==> config.mk <==
export PLATFORM = sky130hd
export DESIGN_NAME = arb_rr8_flat
export DESIGN_NICKNAME = d
export VERILOG_FILES = /design/src/rtl/arb_rr8_pkg.sv /design/src/rtl/arb_rr8_if.sv /design/src/rtl/arb_rr8_pick.sv /design/src/rtl/arb_rr8.sv /design/src/flat_wrapper.sv
export SDC_FILE = /design/constraint.sdc
export NUM_CORES = 1
export LEC_CHECK = 0
export ABC_AREA = 1
export CORE_ASPECT_RATIO = 1.2
export CORE_MARGIN = 10
export CORE_UTILIZATION = 45
export CTS_BUF_LIST = sky130_fd_sc_hd__clkbuf_8
export DETAILED_ROUTE_END_ITERATION = 12
export PLACE_DENSITY = 0.68
export SLEW_MARGIN = 5
export SYNTH_ARGS = -nofsm -noshare
export SYNTH_HDL_FRONTEND = slang
export SYNTH_SLANG_ARGS = --single-unit
==> constraint.sdc <==
create_clock -name clock -period 7.45 [get_ports clock]
set_input_delay 1.49 -clock clock [delete_from_list [all_inputs] [get_ports clock]]
set_output_delay 1.49 -clock clock [all_outputs]
set_load 0.1 [all_outputs]
==> src/rtl/arb_rr8_pkg.sv <==
// arb_rr8_pkg: shared definitions for the 8-way round-robin arbiter.
//   NUM_REQ          number of requesters (8)
//   SEL_W            width of the binary owner index (3)
//   MAX_HOLD_DEFAULT default hold limit used when ARB_TIMEOUT_EN is defined
//   arb_state_e      arbiter FSM encoding (StIdle = 0, StBusy = 1)
//   sel_to_onehot    binary owner index -> one-hot grant vector
package arb_rr8_pkg;

    localparam int unsigned NUM_REQ          = 8;
    localparam int unsigned SEL_W            = 3;
    localparam int unsigned MAX_HOLD_DEFAULT = 16;

    typedef enum logic {
        StIdle = 1'b0,
        StBusy = 1'b1
    } arb_state_e;

    function automatic logic [NUM_REQ-1:0] sel_to_onehot(input logic [SEL_W-1:0] s);
        logic [NUM_REQ-1:0] one;
        one = {{(NUM_REQ - 1){1'b0}}, 1'b1};
        return one << s;
    endfunction

endpackage

==> src/rtl/arb_rr8_if.sv <==
// arb_rr8_if: request/grant bundle between the requesters and the arbiter.
//   req      requester -> arbiter, one bit per requester, level-held
//   done     owner -> arbiter, last cycle of use
//   grant    arbiter -> requesters, one-hot owner, zero when idle
//   sel      arbiter -> datapath mux, binary owner index (holds last owner)
//   busy     arbiter -> requesters, grant active
//   timeout  arbiter -> requesters, pulse on forced release
// Modports: master = requester side, slave = arbiter side.
interface arb_rr8_if;
    import arb_rr8_pkg::*;

    logic [NUM_REQ-1:0] req;
    logic               done;
    logic [NUM_REQ-1:0] grant;
    logic [SEL_W-1:0]   sel;
    logic               busy;
    logic               timeout;

    modport master (
        output req,
        output done,
        input  grant,
        input  sel,
        input  busy,
        input  timeout
    );

    modport slave (
        input  req,
        input  done,
        output grant,
        output sel,
        output busy,
        output timeout
    );

endinterface

==> src/rtl/arb_rr8_pick.sv <==
// rr_pick8: combinational rotating-priority picker.
//   req  request vector
//   ptr  highest-priority index for this pick
//   any  at least one request set
//   idx  first set request scanning ptr, ptr+1, ..., 7, 0, ..., ptr-1
module rr_pick8
    import arb_rr8_pkg::*;
(
    input  logic [NUM_REQ-1:0] req,
    input  logic [SEL_W-1:0]   ptr,
    output logic               any,
    output logic [SEL_W-1:0]   idx
);

    logic [SEL_W-1:0] cand;

    always_comb begin
        any  = 1'b0;
        idx  = '0;
        cand = '0;
        for (int k = 0; k < NUM_REQ; k++) begin
            // 3-bit add wraps naturally past requester 7
            cand = ptr + SEL_W'(k);
            if (!any && req[cand]) begin
                any = 1'b1;
                idx = cand;
            end
        end
    end

endmodule

==> src/rtl/arb_rr8.sv <==
// arb_rr8: round-robin arbiter granting one of eight requesters a shared
// 32-bit datapath resource. Grant is held until the owner signals done or
// withdraws its request; every release inserts one idle cycle and rotates
// priority to the requester after the last owner.
//   clock  rising-edge clock
//   reset  asynchronous, active-low
//   bus    arb_rr8_if.slave (req, done in; grant, sel, busy, timeout out)
// Optional feature: define ARB_TIMEOUT_EN to force release after MAX_HOLD
// busy cycles (legal 2..256); otherwise timeout is tied to 0.
module arb_rr8
    import arb_rr8_pkg::*;
#(
    parameter int unsigned MAX_HOLD = MAX_HOLD_DEFAULT
) (
    input logic       clock,
    input logic       reset,
    arb_rr8_if.slave  bus
);

    arb_state_e         state_q;
    logic [SEL_W-1:0]   ptr_q;
    logic [SEL_W-1:0]   sel_q;
    logic [NUM_REQ-1:0] grant_q;
    logic               busy_q;

    logic               pick_any;
    logic [SEL_W-1:0]   pick_idx;
    logic               force_rel;
    logic               release_now;

    rr_pick8 u_pick (
        .req (bus.req),
        .ptr (ptr_q),
        .any (pick_any),
        .idx (pick_idx)
    );

`ifdef ARB_TIMEOUT_EN
    localparam int unsigned CntW = (MAX_HOLD > 1) ? $clog2(MAX_HOLD) : 1;

    logic [CntW-1:0] cnt_q;

    // Held at zero while idle so the first busy cycle counts as 0.
    always_ff @(posedge clock or negedge reset) begin
        if (!reset) begin
            cnt_q <= '0;
        end else if (state_q == StIdle) begin
            cnt_q <= '0;
        end else begin
            cnt_q <= cnt_q + 1'b1;
        end
    end

    // A done on the last allowed cycle is a normal release, not a timeout.
    assign force_rel = (state_q == StBusy) && (cnt_q == CntW'(MAX_HOLD - 1)) && !bus.done;
`else
    logic unused_max_hold;

    assign unused_max_hold = ^MAX_HOLD;
    assign force_rel       = 1'b0;
`endif

    assign release_now = bus.done || !bus.req[sel_q] || force_rel;

    always_ff @(posedge clock or negedge reset) begin
        if (!reset) begin
            state_q <= StIdle;
            ptr_q   <= '0;
            sel_q   <= '0;
            grant_q <= '0;
            busy_q  <= 1'b0;
        end else begin
            unique case (state_q)
                StIdle: begin
                    if (pick_any) begin
                        state_q <= StBusy;
                        sel_q   <= pick_idx;
                        grant_q <= sel_to_onehot(pick_idx);
                        busy_q  <= 1'b1;
                        ptr_q   <= pick_idx + 1'b1;
                    end
                end
                StBusy: begin
                    // sel keeps the last owner so the mux stays stable while idle
                    if (release_now) begin
                        state_q <= StIdle;
                        grant_q <= '0;
                        busy_q  <= 1'b0;
                    end
                end
                default: begin
                    state_q <= StIdle;
                    grant_q <= '0;
                    busy_q  <= 1'b0;
                end
            endcase
        end
    end

    assign bus.grant   = grant_q;
    assign bus.sel     = sel_q;
    assign bus.busy    = busy_q;
    assign bus.timeout = force_rel;

endmodule
==> src/flat_wrapper.sv <==
// flat-port wrapper written by rule: the top's interface ports become plain ports
module arb_rr8_flat import arb_rr8_pkg::*;
#(
    parameter int unsigned MAX_HOLD = MAX_HOLD_DEFAULT
)
  (clock, reset, bus_req, bus_done, bus_grant, bus_sel, bus_busy, bus_timeout);
  arb_rr8_if bus_i ();
  input logic clock;
  input logic reset;
  input wire logic [$bits(bus_i.req)-1:0] bus_req;
  input wire logic [$bits(bus_i.done)-1:0] bus_done;
  output wire logic [$bits(bus_i.grant)-1:0] bus_grant;
  output wire logic [$bits(bus_i.sel)-1:0] bus_sel;
  output wire logic [$bits(bus_i.busy)-1:0] bus_busy;
  output wire logic [$bits(bus_i.timeout)-1:0] bus_timeout;
  assign bus_i.req = bus_req;
  assign bus_i.done = bus_done;
  assign bus_grant = bus_i.grant;
  assign bus_sel = bus_i.sel;
  assign bus_busy = bus_i.busy;
  assign bus_timeout = bus_i.timeout;
  arb_rr8 #(.MAX_HOLD(MAX_HOLD)) u_core (.clock(clock), .reset(reset), .bus(bus_i));
endmodule
# After elaboration in Yosys (flattened, before gate mapping)
# Index checks and enable logic that the tools add are counted.
[classes]
add_sub_neg = 8
order_cmp = 9
eq_ne = 2
shifts = 1
n_mux = 43
n_bitwise = 1
n_reduce_logical = 18
[op_table]
columns = ["operator", "n"]
rows = [
  ["< comparator 3 x 4 -> 1 bit (second input constant)", 9],
  ["binary-select mux 1 bit (select 3 bit)", 9],
  ["2-to-1 mux 3 bit", 8],
  ["2-to-1 mux 1 bit", 21],
  ["2-to-1 mux 8 bit", 2],
  ["case mux 8 bit (2 select lines)", 1],
  ["adder 3 bit (second input constant)", 4],
  ["logical NOT 1 bit", 8],
  ["<< shifter 1 x 3 -> 8 bit (first input constant)", 1],
  ["logical AND 1 bit", 7],
  ["adder 3 x 1 -> 3 bit (second input constant)", 2],
  ["adder 3 x 2 -> 3 bit (second input constant)", 2],
  ["case mux 1 bit (2 select lines)", 2],
  ["AND reduction 2 bit", 2],
  ["!= test 2 x 1 -> 1 bit (second input constant)", 1],
  ["!= test 2 bit (second input constant)", 1],
  ["logical OR 1 bit", 1],
  ["inverter 1 bit", 1],
]
[word_totals]
regBits = 16
in_bits = 11
output_inout_bits = 13
word_cells = 87

# Longest topological paths before layout
# Gate-level depths: netlist of the first run.
[depth]
depth_word = 27
ltp_mapped = 20
mapped_depth_nobuf = 19

# By module
# From an unflattened synthesis of the first run, not the netlist that was laid out.
[unflattened]
cells_unflattened = 232
hier_area_um2 = 1724.2
[by_module_without_submodules]
columns = ["module", "instances", "cells_each", "area_per_inst_um2", "seq_area_each_um2"]
rows = [
  ["rr_pick8", 1, 135, 899.6, 0.0],
  ["arb_rr8", 1, 97, 824.5, 400.4],
]

# Worst setup path after synthesis of the first run
# Ideal clock, no wire load.
[synth_path]
kind = "input -> register"
from = "in bus_req[7]"
to = "reg u_core.ptr_q[2]"
t_arrival_ns = 3.089
required_time_ns = 7.323
setup_slack_ns = 4.233
path_stages = 15
cell_sequence = "nand2_1 > nand3_1 > nand3_1 > nand2_4 > nor2_8 > nand4_4 > nor2_4 > nand3_2 > nor2_1 > inv_1 > o21ai_2 > nor2_1 > ha_1 > nand2_1 > o21ai_0"
[synth_between]
elab_chain_cells = 25
word_cells_on_any_way = 48
classes_between = "add/sub (1); mux (32); reduce/logical (15)"
[synth_rtl]
columns = ["element", "line_no", "rtl"]
rows = [
  ["start, declared", "flat_wrapper.sv:10", "input wire logic [$bits(bus_i.req)-1:0] bus_req;"],
  ["binary-select mux 1 bit (select 3 bit)", "arb_rr8_pick.sv:24", "if (!any && req[cand]) begin"],
  ["2-to-1 mux 1 bit (not written as such)", "arb_rr8_pick.sv:24", ""],
  ["2-to-1 mux 1 bit", "arb_rr8_pick.sv:24", ""],
  ["logical NOT 1 bit", "arb_rr8_pick.sv:24", ""],
  ["logical AND 1 bit", "arb_rr8_pick.sv:24", ""],
  ["2-to-1 mux 1 bit", "arb_rr8_pick.sv:24", ""],
  ["logical NOT 1 bit", "arb_rr8_pick.sv:24", ""],
  ["logical AND 1 bit", "arb_rr8_pick.sv:24", ""],
  ["[... 9 more ...]", "-", ""],
  ["2-to-1 mux 1 bit", "arb_rr8_pick.sv:24", ""],
  ["logical NOT 1 bit", "arb_rr8_pick.sv:24", ""],
  ["logical AND 1 bit", "arb_rr8_pick.sv:24", ""],
  ["2-to-1 mux 1 bit", "arb_rr8_pick.sv:24", ""],
  ["logical NOT 1 bit", "arb_rr8_pick.sv:24", ""],
  ["logical AND 1 bit", "arb_rr8_pick.sv:24", ""],
  ["2-to-1 mux 3 bit / 2-to-1 mux 1 bit (equally long branches)", "arb_rr8_pick.sv:24", ""],
  ["adder 3 x 1 -> 3 bit / AND reduction 2 bit (equally long branches)", "-", ""],
  ["end signal, assigned", "arb_rr8.sv:80", "ptr_q <= pick_idx + 1'b1;"],
  ["end, declared", "arb_rr8.sv:21", "logic [SEL_W-1:0] ptr_q;"],
]
# Parallel ways exist; a longest one is shown, timed or not. The select of a mux whose other input is x is not followed.
# A chain may end at the register's enable or synchronous reset.

# Worst setup path after layout of the first run
# Same ends and word-level chain as after synthesis.

==> results of run 1 <==
==> state kept, by name, indices dropped and copies added, names as in the netlist <==
| name | cells |
|---|---|
| u_core.bus.grant | 8 |
| u_core.bus.sel | 3 |
| u_core.ptr_q | 3 |
| u_core.bus.busy | 1 |
| u_core.state_q | 1 |
==> worst min-delay path, stage by stage (launching register included) <==
cell	delay, ps
dfrtp_1	340
nand2_1	50
nand2_1	50
==> stage by stage <==
step	instances	setup WS [ps]	hold WS, ps	utilization, %	instance area, um2
final	290	3680	469.7	55.20	1874
after global routing	290	3392	527.3	55.20	1874
after CTS	290	3701	476.0	55.20	1874
after detailed placement	286	3435	462.3	53.57	1819
after global placement	286	3518	454.7	53.57	1819
after floorplan	233	4233	575.5	-	1603
==> metal layers <==
layer	up-vias	part of all wire, %	GRT usage [%]
met5	-	0	0
met3	7	5.2	3.263
met1	693	43	15.53
li1	802	-	-
met4	0	1.7	4.483
met2	32	50	23.80
==> cells in the mapped netlist (all sizes together) <==
cell / n / area (um2)
a21oi: 2 / 21.27
a31oi: 1 / 6.260
buf: 6 / 50.04
conb: 1 / 3.750
dfrtp: 16 / 400.4
ha: 5 / 62.56
inv: 22 / 85.08
mux2i: 2 / 20.02
nand2: 77 / 334.1
nand3: 42 / 260.3
nand3b: 1 / 7.510
nand4: 7 / 58.81
nor2: 31 / 155.2
nor3: 1 / 5.000
o21a: 1 / 7.510
o21ai: 10 / 53.80
o21bai: 2 / 18.77
o221ai: 2 / 17.52
xnor2: 2 / 17.52
xor2: 2 / 17.52
==> logic make-up after synthesis <==
logic type | count (synthesis) | synth area share, %
buffers and inverters | 28 | 8.430
multiplexers | 2 | 1.249
AND/OR/NAND/NOR | 159 | 51.21
XOR/XNOR | 4 | 2.186
other | 1 | 0.2340
flip-flops | 16 | 24.98
adder cells (fa/ha/maj) | 5 | 3.903
AO/OA/AOI/OAI | 18 | 7.807
==> worst max path at each step <==
| stage | from | to | slack, ps | cells past startpoint |
|---|---|---|---|---|
| global placement | bus_req[7] | u_core.ptr_q[2]$_DFFE_PN0P_ | 3520 | 17 |
| CTS | bus_req[7] | u_core.ptr_q[2]$_DFFE_PN0P_ | 3700 | 17 |
| floorplan | bus_req[7] | u_core.ptr_q[2]$_DFFE_PN0P_ | 4230 | 15 |
| detailed placement | bus_req[7] | u_core.ptr_q[2]$_DFFE_PN0P_ | 3440 | 17 |
| global route | bus_req[7] | u_core.ptr_q[2]$_DFFE_PN0P_ | 3390 | 17 |
| finish | bus_req[7] | u_core.ptr_q[2]$_DFFE_PN0P_ | 3680 | 17 |
==> final cells by class <==
| type | instances | area (um2) |
|---|---|---|
| timing repair buffer | 22 | 220.2 |
| fill | 341 | 1521 |
| inverter | 22 | 85.08 |
| clock buffer | 4 | 55.05 |
| tap | 37 | 46.29 |
| sequential | 16 | 400.4 |
| multi-input combinational | 189 | 1067 |
==> metrics.cfg, run 1 <==
[worst_setup_path]
cp_common_cell = nand2_1
critPathSlowestCell = clkdlybuf4s50_1
crit_family = simple AND/OR/NAND/NOR gates
reg2reg_from = u_core.ptr_q[0]$_DFFE_PN0P_
crit_arrival_ps = 3910
ff2ff_path_depth = 19
required_ps = 7590
critical_path_class = input port to flop
critPathCaptureType = flop
crit_chain = clkdlybuf4s50_1, nand2_1, nand3_1, nand3_1, nand2_4, nor2_1, nand2_1, nand2_1, nor2_1, nand2_1, nor2_1, nand3_1, nor2_2, nor2_1, ha_1, nand2_1, o21ai_0
worstReg2RegEnd = u_core.ptr_q[2]$_DFFE_PN0P_
slowest_delay_ps = 520
crit_fanout = 6
worst_setup_path_start_kind = input port
path_buf_inv = 1
reg2reg_slack_ps = 3910

[clock_tree]
cts_setup_buffers = 0
cts-root-buf = clkbuf_8
clk_latency_ps = 260
cts_tree = done
cts_buffers = 3
post_cts_resized = 0
clkTransAtPathRegs_ps = 60
htree_levels = 1
holdBufCountCts = 0
clockBufferDepth = 2
cts.sinks = 16

[cells_and_area]
diodes = 0
final_cell_mix = nand2_1 (67), nand3_1 (32), nor2_1 (25)
drive_gt1_share_pct = 15.02
nets = 270
area_growth_pct = 16.94
layout_commonest_cell = nand2_1

[sta]
fmax_mhz = 265.2
tns_ps = 0
finalHoldViolCount = 0
finalSetupViolCount = 0
period_needed_ps = 3770
relSlewSlack_pct = 33.84
finClkSkew_ps = 6.874
fin_crit_sh_pct = 50.60
rsz0062_at_grt = false
drv_slew = 0
tightestPinTransition_ps = 989.3

[worst_hold_path]
min_from = u_core.bus.busy$_DFFE_PN0P_
holdPathStages = 2
hp-class = flop to flop
min_to = u_core.bus.busy$_DFFE_PN0P_

[global_routing]
grt_usage_pct = 13.62
grt_pass1_vias = 1531
overflow = 0
grt_start_max_net_pins = 17
grt_pass1_wl_mm = 7.065
antenna_found_initial = 0

[placed_design]
dp_hpwl_mm = 3.275
routabilityCongestion = 0.8290
numPortBuffers = 22

[floorplanning]
fp.dieH_um = 85.38
num_rows = 23
core_area_mm2 = 0.003396
die-area_mm2 = 0.006359
die_x_um = 74.48
initial_utilization_pct = 47.20
io_pins = 24

[yosys]
synth_warnings = 0
synth.distinct_cells = 34
ys_ff_latch = 16
syn_area_per_cell_um2 = 6.879
ys_seq_area_share_pct = 24.98
syn_nets = 249
syn_inst = 233
syn_area_mm2 = 0.001603

[detailed_routing]
vias_per_cell = 5.290
first_pass_iters = 4
vias = 1534
routedWlPerCell_um = 14.11
drc = 0
wirelength_mm = 4.092
drt_iter0_markers = 82
ant_nets = 0

[outcome]
outcome = completed

[flow_run]
cap_violations = 0

Power of run 1 is not shown: default switching activity piles up to over one toggle a cycle in this logic, so the estimate is an artifact.
==> run 2: changes to the inputs <==
--- a/config.mk
+++ b/config.mk
@@ -11,7 +11,7 @@
 export CORE_UTILIZATION = 45
 export CTS_BUF_LIST = sky130_fd_sc_hd__clkbuf_8
 export DETAILED_ROUTE_END_ITERATION = 12
-export PLACE_DENSITY = 0.68
+export PLACE_DENSITY = 0.71
 export SLEW_MARGIN = 5
 export SYNTH_ARGS = -nofsm -noshare
 export SYNTH_HDL_FRONTEND = slang
==> constraint.sdc (replaced) <==
create_clock -name clock -period 3.15 [get_ports clock]
set_input_delay 0.63 -clock clock [delete_from_list [all_inputs] [get_ports clock]]
set_output_delay 0.63 -clock clock [all_outputs]
set_load 0.1 [all_outputs]
==> run 2 against run 1 <==
Against the previous run:
- non-clock buffer count up 5
- sequential share of layout area decreased by 0.085 points
- via count up 2.3%
- first-iteration DRC count up 77%
- cell count increased by 1.7%
- setup slack got worse by 3400 ps
- flip-flop and latch count unchanged
- register-to-register slack lost 3600 ps
- highest routed layer unchanged
- hold slack better by 7.7 ps
- routed wire length is 5.0% lower
- core utilization is 0.22 points higher
- die area unchanged
==> metrics.cfg, run 2 (synthesized netlist as in run 1, its figures left out) <==
[outcome]
outcome = completed

[worst_hold_path]
holdPathStages = 2
min_to = u_core.bus.grant[1]$_DFFE_PN0P_
min_from = u_core.bus.grant[1]$_DFFE_PN0P_
hp-class = flop to flop

[cells_and_area]
largest_reg_flops = 8
diodes = 0
final_cell_mix = nand2_1 (67), nand3_1 (32), nor2_1 (25)
final_area_mm2 = 0.001882
layout_commonest_cell = nand2_1
area_growth_pct = 17.41
drive_gt1_share_pct = 21.71
nets = 275

[detailed_routing]
vias = 1570
ant_nets = 0
routedWlPerCell_um = 13.18
first_pass_iters = 4
vias_per_cell = 5.322
wirelength_mm = 3.888
drc = 0
drt_iter0_markers = 145

[worst_setup_path]
required_ps = 3290
crit_fanout = 7
worst_setup_path_start_kind = flop
worstReg2RegEnd = u_core.ptr_q[2]$_DFFE_PN0P_
reg2reg_slack_ps = 330
crit_arrival_ps = 2960
ff2ff_path_depth = 19
critPathCaptureType = flop
critical_path_class = flop to flop
reg2reg_from = u_core.ptr_q[1]$_DFFE_PN0P_

[sta]
tns_ps = 0
period_needed_ps = 2820
fin_crit_sh_pct = 89.54
finalSetupViolCount = 0
worst_slack_ps = 329.6
fmax_mhz = 354.6
finClkSkew_ps = 3.425
hold_slack_ps = 477.4
relSlewSlack_pct = 54.09
rsz0062_at_grt = false
finalHoldViolCount = 0
drv_slew = 0
tightestPinTransition_ps = 686.5

[clock_tree]
clockBufferDepth = 2
cts_setup_buffers = 0
clkTransAtPathRegs_ps = 60
cts_tree = done
cts.sinks = 16
htree_levels = 1
cts-root-buf = clkbuf_8
clk_latency_ps = 250
cts_buffers = 3

[floorplanning]
fp.dieH_um = 85.38
initial_utilization_pct = 47.20
core_area_mm2 = 0.003396
die_x_um = 74.48
num_rows = 23
io_pins = 24
die-area_mm2 = 0.006359

[global_routing]
grt_start_max_net_pins = 17
overflow = 0
grt_pass1_vias = 1494
grt_pass1_wl_mm = 6.651
antenna_found_initial = 0
grt_usage_pct = 12.68

[placed_design]
numPortBuffers = 22
routabilityCongestion = 0.9537
place_ws_ps = 112.3
dp_hpwl_mm = 3.181
postPlaceCellArea_mm2 = 0.001827

[flow_run]
cap_violations = 0

run 2: how the worst max path moves through the flow:
stage	start	to	slack, ps	cells past startpoint
6_report	u_core.ptr_q[1]$_DFFE_PN0P_	u_core.ptr_q[2]$_DFFE_PN0P_	330	19
5_1_grt	u_core.ptr_q[1]$_DFFE_PN0P_	u_core.ptr_q[2]$_DFFE_PN0P_	30	19
4_1_cts	u_core.ptr_q[1]$_DFFE_PN0P_	u_core.ptr_q[2]$_DFFE_PN0P_	210	19
3_5_place_dp	bus_req[7]	u_core.ptr_q[2]$_DFFE_PN0P_	110	17
3_3_place_gp	bus_req[7]	u_core.ptr_q[2]$_DFFE_PN0P_	120	17
2_1_floorplan	u_core.ptr_q[0]$_DFFE_PN0P_	u_core.ptr_q[2]$_DFFE_PN0P_	400	18
run 2: layout make-up:
class	instances	area, um2
Inverter	22	85.08
Timing Repair Buffer	27	227.7
Multi-Input combinational cell	189	1067
Tap cell	37	46.29
Sequential cell	16	400.4
Fill cell	322	1514
Clock buffer	4	55.05
run 2: stage by stage:
step / cells / util [%]
finish: 295 / 55.42
global route: 295 / 55.42
floorplan: 233 / -
global placement: 291 / 53.80
CTS: 295 / 55.42
detailed placement: 291 / 53.80
run 2: repair_timing:
action	in CTS	in global routing
hold buffers	0	0
setup endpoints to repair	0	1
gates resized for setup	0	1
run 2: critical path, cell delays in order, from the launching register on:
cell     delay [ps]
dfrtp_1         390
inv_2           130
ha_1            360
inv_2           190
nand3_1         160
nand2_1         110
nand2_1          50
nand2_1         110
nor2_1           60
nand2_1          60
nand2_1          50
nor2_1          150
nand2_1          70
nor2_1          100
nand3_1          80
nor2_2          140
nor2_1           70
ha_1            270
nand2_1          80
o21ai_0          70
run 2: metal layers:
layer  vias up  global-route usage, %  part of all wire [%]
met3         9                  2.098                   4.0
met1       719                  14.83                    46
met2        32                  22.06                    48
met5         -                      0                     0
met4         0                  4.828                   2.3
li1        810                      -                     -
Power of run 2 is left out for the same reason.
==> run 3: changes to the inputs <==
--- a/config.mk
+++ b/config.mk
@@ -9,9 +9,9 @@
 export CORE_ASPECT_RATIO = 1.2
 export CORE_MARGIN = 10
 export CORE_UTILIZATION = 45
-export CTS_BUF_LIST = sky130_fd_sc_hd__clkbuf_8
+export CTS_BUF_LIST = sky130_fd_sc_hd__clkbuf_4 sky130_fd_sc_hd__clkbuf_8
 export DETAILED_ROUTE_END_ITERATION = 12
-export PLACE_DENSITY = 0.71
+export PLACE_DENSITY = 0.68
 export SLEW_MARGIN = 5
 export SYNTH_ARGS = -nofsm -noshare
 export SYNTH_HDL_FRONTEND = slang
==> constraint.sdc (replaced) <==
create_clock -name clock -period 3.1 [get_ports clock]
set_input_delay 0.62 -clock clock [delete_from_list [all_inputs] [get_ports clock]]
set_output_delay 0.62 -clock clock [all_outputs]
set_load 0.1 [all_outputs]
==> run 3 against run 2 <==
Against the previous run:
- setup slack got worse by 16 ps
- register-to-register slack worse by 20 ps
- die area did not move
- hold slack better by 6.1 ps
- core utilization grew 0.44 points
- cell count up 0.68%
- largest cell class unchanged
==> metrics.cfg, run 3 (synthesized netlist as in run 1, its figures left out) <==
[outcome]
outcome = completed

[sta]
fin_crit_sh_pct = 89.88
fmax_mhz = 358.9
worst_slack_ps = 313.7
relSlewSlack_pct = 51.79
tightestPinTransition_ps = 720.8
finClkSkew_ps = 1.733
tns_ps = 0
drv_slew = 0
rsz0062_at_grt = false
finalHoldViolCount = 0
finalSetupViolCount = 0
period_needed_ps = 2786

[detailed_routing]
routedWlPerCell_um = 13.49
wirelength_mm = 4.007
drc = 0
drt_iter0_markers = 104
first_pass_iters = 4
vias = 1535
ant_nets = 0
vias_per_cell = 5.168

[worst_setup_path]
reg2reg_from = u_core.ptr_q[1]$_DFFE_PN0P_
ff2ff_path_depth = 17
reg2reg_slack_ps = 310
critPathCaptureType = flop
critical_path_class = flop to flop
crit_fanout = 7
required_ps = 3220
worstReg2RegEnd = u_core.ptr_q[2]$_DFFE_PN0P_
worst_setup_path_start_kind = flop
crit_arrival_ps = 2910
startpoint = u_core.ptr_q[1]$_DFFE_PN0P_

[global_routing]
overflow = 0
grt_usage_pct = 13.33
grt_start_max_net_pins = 17
grt_pass1_vias = 1532
antenna_found_initial = 0
grt_pass1_wl_mm = 7.010

[floorplanning]
core_area_mm2 = 0.003396
num_rows = 23
die_x_um = 74.48
fp.dieH_um = 85.38
die-area_mm2 = 0.006359
initial_utilization_pct = 47.20
io_pins = 24

[clock_tree]
htree_levels = 1
holdBufCountCts = 0
clockBufferDepth = 2
cts_setup_buffers = 0
post_cts_resized = 0
cts.sinks = 16
clk_latency_ps = 240
cts_tree = done
cts_buffers = 3
clkTransAtPathRegs_ps = 60
cts-root-buf = clkbuf_8

[worst_hold_path]
hp-class = flop to flop
min_to = u_core.bus.grant[7]$_DFFE_PN0P_
holdPathStages = 2
min_from = u_core.bus.grant[7]$_DFFE_PN0P_

[flow_run]
cap_violations = 0

[placed_design]
dp_hpwl_mm = 3.320
numPortBuffers = 22
postPlaceCellArea_mm2 = 0.001842
place_ws_ps = 85.04
routabilityCongestion = 0.9233

[cells_and_area]
drive_gt1_share_pct = 21.92
nets = 277
largest_reg_flops = 8
diodes = 0
final_cell_mix = nand2_1 (67), nand3_1 (32), nor2_1 (25)
final_area_mm2 = 0.001897
area_growth_pct = 18.35
layout_commonest_cell = nand2_1

-- run 3: changes by cell type in the layout (fill, tap and decap cells not counted), sizes merged --
cell  previous run  this run
buf             17        19
-- run 3: how the worst max path moves through the flow --
stage                                  end  slack [ps]
2_1_floorplan  u_core.ptr_q[2]$_DFFE_PN0P_         350
3_3_place_gp   u_core.ptr_q[1]$_DFFE_PN0P_         120
3_5_place_dp   u_core.ptr_q[2]$_DFFE_PN0P_          90
4_1_cts        u_core.ptr_q[2]$_DFFE_PN0P_         300
5_1_grt        u_core.ptr_q[1]$_DFFE_PN0P_          60
6_report       u_core.ptr_q[2]$_DFFE_PN0P_         310
-- run 3: per-layer routing --
| metal | GRT usage [%] | part of all wire [%] |
|---|---|---|
| met5 | 0 | 0 |
| met4 | 3.448 | 1.4 |
| met3 | 1.981 | 2.9 |
| met2 | 23.48 | 50 |
| met1 | 16.13 | 46 |
-- run 3: layout make-up --
class                           instances  area [um2]
Inverter                               22       85.08
Sequential cell                        16       400.4
Timing Repair Buffer                   29       242.7
Clock buffer                            4       55.05
Multi-Input combinational cell        189        1067
Fill cell                             346        1499
Tap cell                               37       46.29
-- run 3: per-stage QoR --
| step | std cells | util, % | hold slack [ps] |
|---|---|---|---|
| 2_1_floorplan | 233 | - | 324.4 |
| 3_3_place_gp | 293 | 54.24 | 462.5 |
| 3_5_place_dp | 293 | 54.24 | 466.5 |
| 4_1_cts | 297 | 55.86 | 489.4 |
| 5_1_grt | 297 | 55.86 | 507.4 |
| 6_report | 297 | 55.86 | 483.5 |
-- run 3: worst max-delay path, stage by stage (launching register included) --
cell and delay (ps):
dfrtp_1 380, inv_2 150, ha_1 270, inv_1 230, nand3_1 190, nand3_2 130, nand2_4 70, nor2_8 130
nand4_4 100, nor2_4 170, nand3_2 120, nor2_1 130, inv_1 70, o21ai_2 70, nor2_1 60, ha_1 260
nand2_1 60, o21ai_0 70
Power of run 3 is left out for the same reason.
